<file path="config.mk">
export PLATFORM = sky130hd
export DESIGN_NAME = prover_compute_v_shiftq
export DESIGN_NICKNAME = d
export VERILOG_FILES = /design/src/rtl/prover_compute_v_shiftq.sv
export SDC_FILE = /design/constraint.sdc
export NUM_CORES = 1
export LEC_CHECK = 0
export ABC_AREA = 0
export CORE_AREA = 2 2 229 231
export CTS_BUF_LIST = sky130_fd_sc_hd__clkbuf_8
export DETAILED_ROUTE_END_ITERATION = 8
export DIE_AREA = 0 0 231 233
export DONT_BUFFER_PORTS = 1
export PLACE_DENSITY = 0.56
export SLEW_MARGIN = 20
export SYNTH_ARGS = -nofsm -noshare
export SYNTH_HDL_FRONTEND = slang
export SYNTH_SLANG_ARGS = --single-unit
</file>
<file path="constraint.sdc">
create_clock -name clk -period 13.2 [get_ports clk]
set_input_delay 3.3 -clock clk [delete_from_list [all_inputs] [get_ports clk]]
set_output_delay 3.3 -clock clk [all_outputs]
set_load 0.05 [all_outputs]
</file>
<file path="src/rtl/prover_compute_v_shiftq.sv">
// DEPTH-deep shift queue for the compute_v stage: parallel load, tail push,
// and single/double pop from the head, with a registered occupancy count.
`ifndef F_NBITS
`define F_NBITS 32
`endif

module prover_compute_v_shiftq #(
  parameter int WIDTH = `F_NBITS,
  parameter int DEPTH = 8,
  parameter int CNT_W = $clog2(DEPTH + 1)
) (
  input  logic                   clk,
  input  logic                   rst,
  input  logic                   en,
  input  logic                   load,
  input  logic [DEPTH*WIDTH-1:0] in_load,
  input  logic                   push,
  input  logic [WIDTH-1:0]       in_push,
  input  logic                   pop,
  input  logic                   skip,
  output logic [WIDTH-1:0]       head,
  output logic                   head_valid,
  output logic [DEPTH*WIDTH-1:0] all_out,
  output logic [CNT_W-1:0]       count,
  output logic                   empty,
  output logic                   full,
  output logic                   push_ok
);

  logic [WIDTH-1:0] e      [DEPTH];
  logic [WIDTH-1:0] e_nxt  [DEPTH];
  // Two zero slots past the tail let every shift amount index in range.
  logic [WIDTH-1:0] ext    [DEPTH+2];
  logic [CNT_W-1:0] r;
  logic [CNT_W-1:0] base;
  logic [CNT_W-1:0] count_nxt;
  logic             push_acc;

  always_comb begin
    r = '0;
    if (pop) begin
      if (skip && count >= CNT_W'(2)) r = CNT_W'(2);
      else if (count != '0)            r = CNT_W'(1);
    end
  end

  // Post-shift occupancy; r never exceeds count, so this cannot wrap.
  assign base     = count - r;
  assign push_ok  = en & ~load & (base < CNT_W'(DEPTH));
  assign push_acc = push_ok & push;

  always_comb begin
    for (int i = 0; i < DEPTH + 2; i++) ext[i] = '0;
    for (int i = 0; i < DEPTH; i++)     ext[i] = e[i];

    count_nxt = count;
    for (int i = 0; i < DEPTH; i++) e_nxt[i] = e[i];

    if (load) begin
      for (int i = 0; i < DEPTH; i++) e_nxt[i] = in_load[i*WIDTH +: WIDTH];
      count_nxt = CNT_W'(DEPTH);
    end else begin
      for (int i = 0; i < DEPTH; i++) begin
        case (r)
          CNT_W'(1): e_nxt[i] = ext[i+1];
          CNT_W'(2): e_nxt[i] = ext[i+2];
          default:   e_nxt[i] = ext[i];
        endcase
        if (push_acc && CNT_W'(i) == base) e_nxt[i] = in_push;
      end
      count_nxt = base + CNT_W'(push_acc);
    end
  end

  // NOTE: the storage array is reset too, so dead entries read 0 straight out of reset.
  always_ff @(posedge clk or posedge rst) begin
    if (rst) begin
      for (int i = 0; i < DEPTH; i++) e[i] <= '0;
      count      <= '0;
      head       <= '0;
      head_valid <= 1'b0;
      empty      <= 1'b1;
      full       <= 1'b0;
    end else if (en) begin
      for (int i = 0; i < DEPTH; i++) e[i] <= e_nxt[i];
      count      <= count_nxt;
      head       <= e_nxt[0];
      head_valid <= (count_nxt != '0);
      empty      <= (count_nxt == '0);
      full       <= (count_nxt == CNT_W'(DEPTH));
    end
  end

  for (genvar g = 0; g < DEPTH; g++) begin : g_pack
    assign all_out[g*WIDTH +: WIDTH] = e[g];
  end

endmodule

</file>
; ---- Yosys cells after proc, flatten, opt, wreduce, memory -nomap -nowiden
; Cells that the tools add are included.
[totals]
register_bits = 263
output_inout_bits = 296
word_cells = 81
[classes]
addsub = 2
magnitude_cmp = 2
n_eq_ne = 10
muxes = 21
n_bitwise = 4
reduce_logical = 30
[op_table]
columns = operator, n
row1 = 32-bit case mux with 2 select lines, 7
row2 = 32-bit two-way mux, 9
row3 = 256-bit two-way mux, 1
row4 = 4-bit nonzero test, 9
row5 = "3-bit by 4-bit == test with 1-bit output, first input constant", 4
row6 = 2-bit AND reduction, 8
row7 = 1-bit logical AND, 9
row8 = "2-bit by 4-bit == test with 1-bit output, first input constant", 2
row9 = 4-bit logical NOT, 2
row10 = 4-bit by 1-bit adder with 4-bit output, 1
row11 = "1-bit by 4-bit == test with 1-bit output, first input constant", 1
row12 = "4-bit by 1-bit == test with 1-bit output, second input constant", 1
row13 = "4-bit by 2-bit == test with 1-bit output, second input constant", 1
row14 = "4-bit == test, second input constant", 1
row15 = "4-bit by 2-bit >= comparator with 1-bit output, second input constant", 1
row16 = "4-bit less-than comparator, second input constant", 1
row17 = 2-bit two-way mux, 2
row18 = 4-bit two-way mux, 1
row19 = 4-bit subtractor, 1
row20 = 1-bit AND, 3
row21 = 3-bit nonzero test, 1
row22 = 2-bit OR reduction, 1
row23 = 1-bit two-way mux, 1
row24 = 1-bit NOT, 1

; ---- Depth between registers and ports, before layout
[depth]
depth_word = 11
ltp_mapped = 16

; ---- Least setup slack after synthesis
; OpenSTA, ideal clock, no wires.
[synth_timing]
kind = input-to-output
start = input port pop
end = output port push_ok
arrival_ns = 4.626
required_time_ns = 9.900
slack_ns = 5.274
stages = 5
cell_sequence = nand3_1 > ha_1 > nor2b_1 > o31ai_1 > and3_1
[synth_between]
elab_chain_len = 4
[synth_lines]
columns = element, line
row1 = "start, declared", 19  ; input logic pop,
row2 = 2-bit two-way mux, 41  ; if (pop) begin
row3 = 4-bit subtractor, 48  ; assign base = count - r;
row4 = 4-bit less-than comparator, 49  ; assign push_ok = en & ~load & (base < CNT_W'(DEPTH));
row5 = 1-bit AND, 49
row6 = "end, declared", 27  ; output logic push_ok
; Every way passes these cells.

; ---- Worst setup path in the final report
; Ends and elaborated chain as after synthesis.

==> flow_metrics.tcl <==
set metrics [dict create \
    dpl.cell_count 2494 \
    num-nets-final 2170 \
    cts_tree "done" \
    pre_cts_ws_ns 4.842 \
    synth-seq-cells 263 \
    ff2ff_path_depth 8 \
    slew_headroom_pct 27.08 \
    start_util_pct 35.04 \
    clock_latency_ns 0.64 \
    syn-num-nets 2317 \
    overflow 0 \
    die_area_mm2 0.05382 \
    cp_data_required_time_ns 9.90 \
    p_per_area_mw_per_mm2 229.8 \
    via_count 16270 \
    timing.rr.start "count[2]$_DFFE_PP0P_" \
    run_status "complete, no violations" \
    synth_edf_count 0 \
    hold_buffers 0 \
    async_reset_ff_share_pct 100.0 \
    endpoint "push_ok" \
    slew_viol_final 0 \
    dr.pass1.iters 6 \
    dp_hpwl_um 53150 \
    cts_inserted_buffers 52 \
    root_buffer "clkbuf_8" \
    p_leak_nw 7.932 \
    worst_pin_slew_ns 1.091 \
    layout_common_cells "315 x nand2_1, 262 x dfrtp_1, 261 x o21ai_0, 204 x mux2i_1, 129 x a21oi_1" \
    cts_resized 0 \
    htree_levels 2 \
    ant_nets 0 \
    critPathArrivalTime_ns 5.10 \
    r2r-end "all_out[4]$_DFFE_PP0P_" \
    areaGrowthSynthToFinish_pct 6.835 \
    irDropWorstVdd_uv 78.09 \
    io_pins 591 \
    period_share_pct 63.63 \
    grt_pass1_wl_um 110600 \
    drive_above_1_share_pct 13.75 \
    tns_ns 0 \
    crit_type "input port to output pin" \
    cp_max_fo 5 \
    rrSetupSlack_ns 7.97 \
    post_cts.repair.setup_buffers 0 \
    finalSetupViolations 0 \
    synth_top_flop_cell "dfrtp_1" \
    routedWlPerCell_um 29.70 \
    layoutNonFillerInstCount 2594 \
    grt_pass1_vias 15390 \
    track_usage_pct 27.38 \
    place_congestion 0.9786 \
    ys_seq_area_share_pct 36.77 \
    critPathLaunchType "input port" \
    dieWidth_um 231 \
    synth_area_mm2 0.01790 \
    rsz0062_at_grt "false" \
    cts.clk_slew.worst_paths_ns 0.06 \
    fmax_mhz 119.1 \
    clock_skew_ns 0.01809 \
    fp.dieH_um 233 \
    min_from "empty$_DFFE_PP1P_" \
    drc 0 \
    drv_cap 0 \
    holdWs_ns 0.6218 \
    num-fill-cells 5247 \
    synthCells 2016 \
    num_rows 83 \
    setup_ws_ns 4.801 \
    portBuffers 0 \
    total_power_mw 4.395 \
    cp-end-kind "output pin" \
    totalWireLength_um 77040 \
    synth.avg_cell_area_um2 8.881 \
    grt_max_degree 394 \
    period_minus_slack_ns 8.399 \
    drt-initial-drc-count 1761 \
    crit_start "pop" \
    synth.distinct_cells 50 \
    synth-warning-count 0 \
    final_hold_viol_count 0 \
    cts_sinks 263 \
    antenna_found_initial 7 \
    core_mm2 0.05109 \
    viasPerCell 6.273 \
    layout_commonest_cell "nand2_1" \
    clk_path_buf_depth 3 \
    hold_path_class "flip-flop to flip-flop" \
]
[worst min path at each step]
stage | end | cells after the start
global placement | empty$_DFFE_PP1P_ | 2
CTS | empty$_DFFE_PP1P_ | 2
finish | empty$_DFFE_PP1P_ | 2
floorplan | empty$_DFFE_PP1P_ | 2
detailed placement | empty$_DFFE_PP1P_ | 2
global route | empty$_DFFE_PP1P_ | 2
[per-layer routing]
| metal | vias to the layer above | global-route usage, % | part of all wire [%] |
|---|---|---|---|
| li1 | 7134 | - | - |
| met1 | 8094 | 38.95 | 44 |
| met2 | 913 | 39.52 | 43 |
| met3 | 130 | 8.346 | 10 |
| met4 | 2 | 8.286 | 2.9 |
| met5 | - | 0 | 0.021 |
[critical path, cell delays in order]
cell and delay (ns):
nand3_1 0.18, ha_1 0.36, nor2b_1 0.18, o31ai_1 0.44, and3_1 0.63
[final cells by class]
type	count	area [µm²]	share of cell area, %
tap	680	850.8	4.448
clock inverter	25	127.6	0.6672
clock buffer	66	908.4	4.749
timing repair buffer	23	192.7	1.007
sequential	263	6583	34.41
multi-input combinational	1518	10400	54.35
inverter	11	48.80	0.2551
antenna	8	20.02	0.1047
[power by group]
group / switching, mW / total [mW] / internal [mW] / leakage, nW
Sequential: 1.46 / 2.48 / 1.02 / 3.22
Clock: 0.401 / 0.864 / 0.464 / 0.608
Combinational: 0.538 / 1.05 / 0.509 / 4.10
Total: 2.40 / 4.39 / 2.00 / 7.93
[registers in the layout, summed over array words and instances (netlist names)]
signal and flops:
all_out 256, count 4, empty 1, full 1
head_valid 1
[synthesized netlist by cell type (2+ instances only)]
library cell  count  share of area (%)
a22oi_1          54                2.3
nor2_1           37               0.78
a31oi_1          55                1.9
nand3_1          56                1.6
nor2b_1          34                1.2
mux2i_1         204                 11
xnor2_1           3               0.15
a21oi_1         132                3.7
ha_1              5               0.35
buf_4            32                1.3
mux2_2          118                7.4
inv_1            11               0.23
clkbuf_1        149                3.1
a21boi_1          2              0.084
a221o_1          32                1.8
buf_2            19               0.53
nand2_1         315                6.6
nand3b_1          2              0.084
buf_1            21               0.44
mux2_4           30                2.5
a22o_1           64                3.1
dfrtp_1         262                 37
a221oi_1         54                2.6
nand2b_1          2              0.070
a211o_1           2              0.098
and3_1           33                1.2
nor3_1            2              0.056
o21ai_0         262                7.3
buf_6             3               0.19
[metrics by stage]
| stage | utilization [%] | area, µm² |
|---|---|---|
| after floorplan | - | 17900 |
| after global placement | 35.31 | 18040 |
| after detailed placement | 35.31 | 18040 |
| after CTS | 37.34 | 19080 |
| after global routing | 37.40 | 19110 |
| final | 37.44 | 19130 |
[cell families after synthesis]
logic type	after synthesis	synth area share (%)
AOI/OAI and AO/OA	665	23.36
xor gates and xnor gates	4	0.2796
adders and majority gates	6	0.4613
buffers and inverters	235	5.856
DFF	263	36.77
muxes	352	21.34
and+or+nand+nor	491	11.94
(Power assumes the default switching activity.)
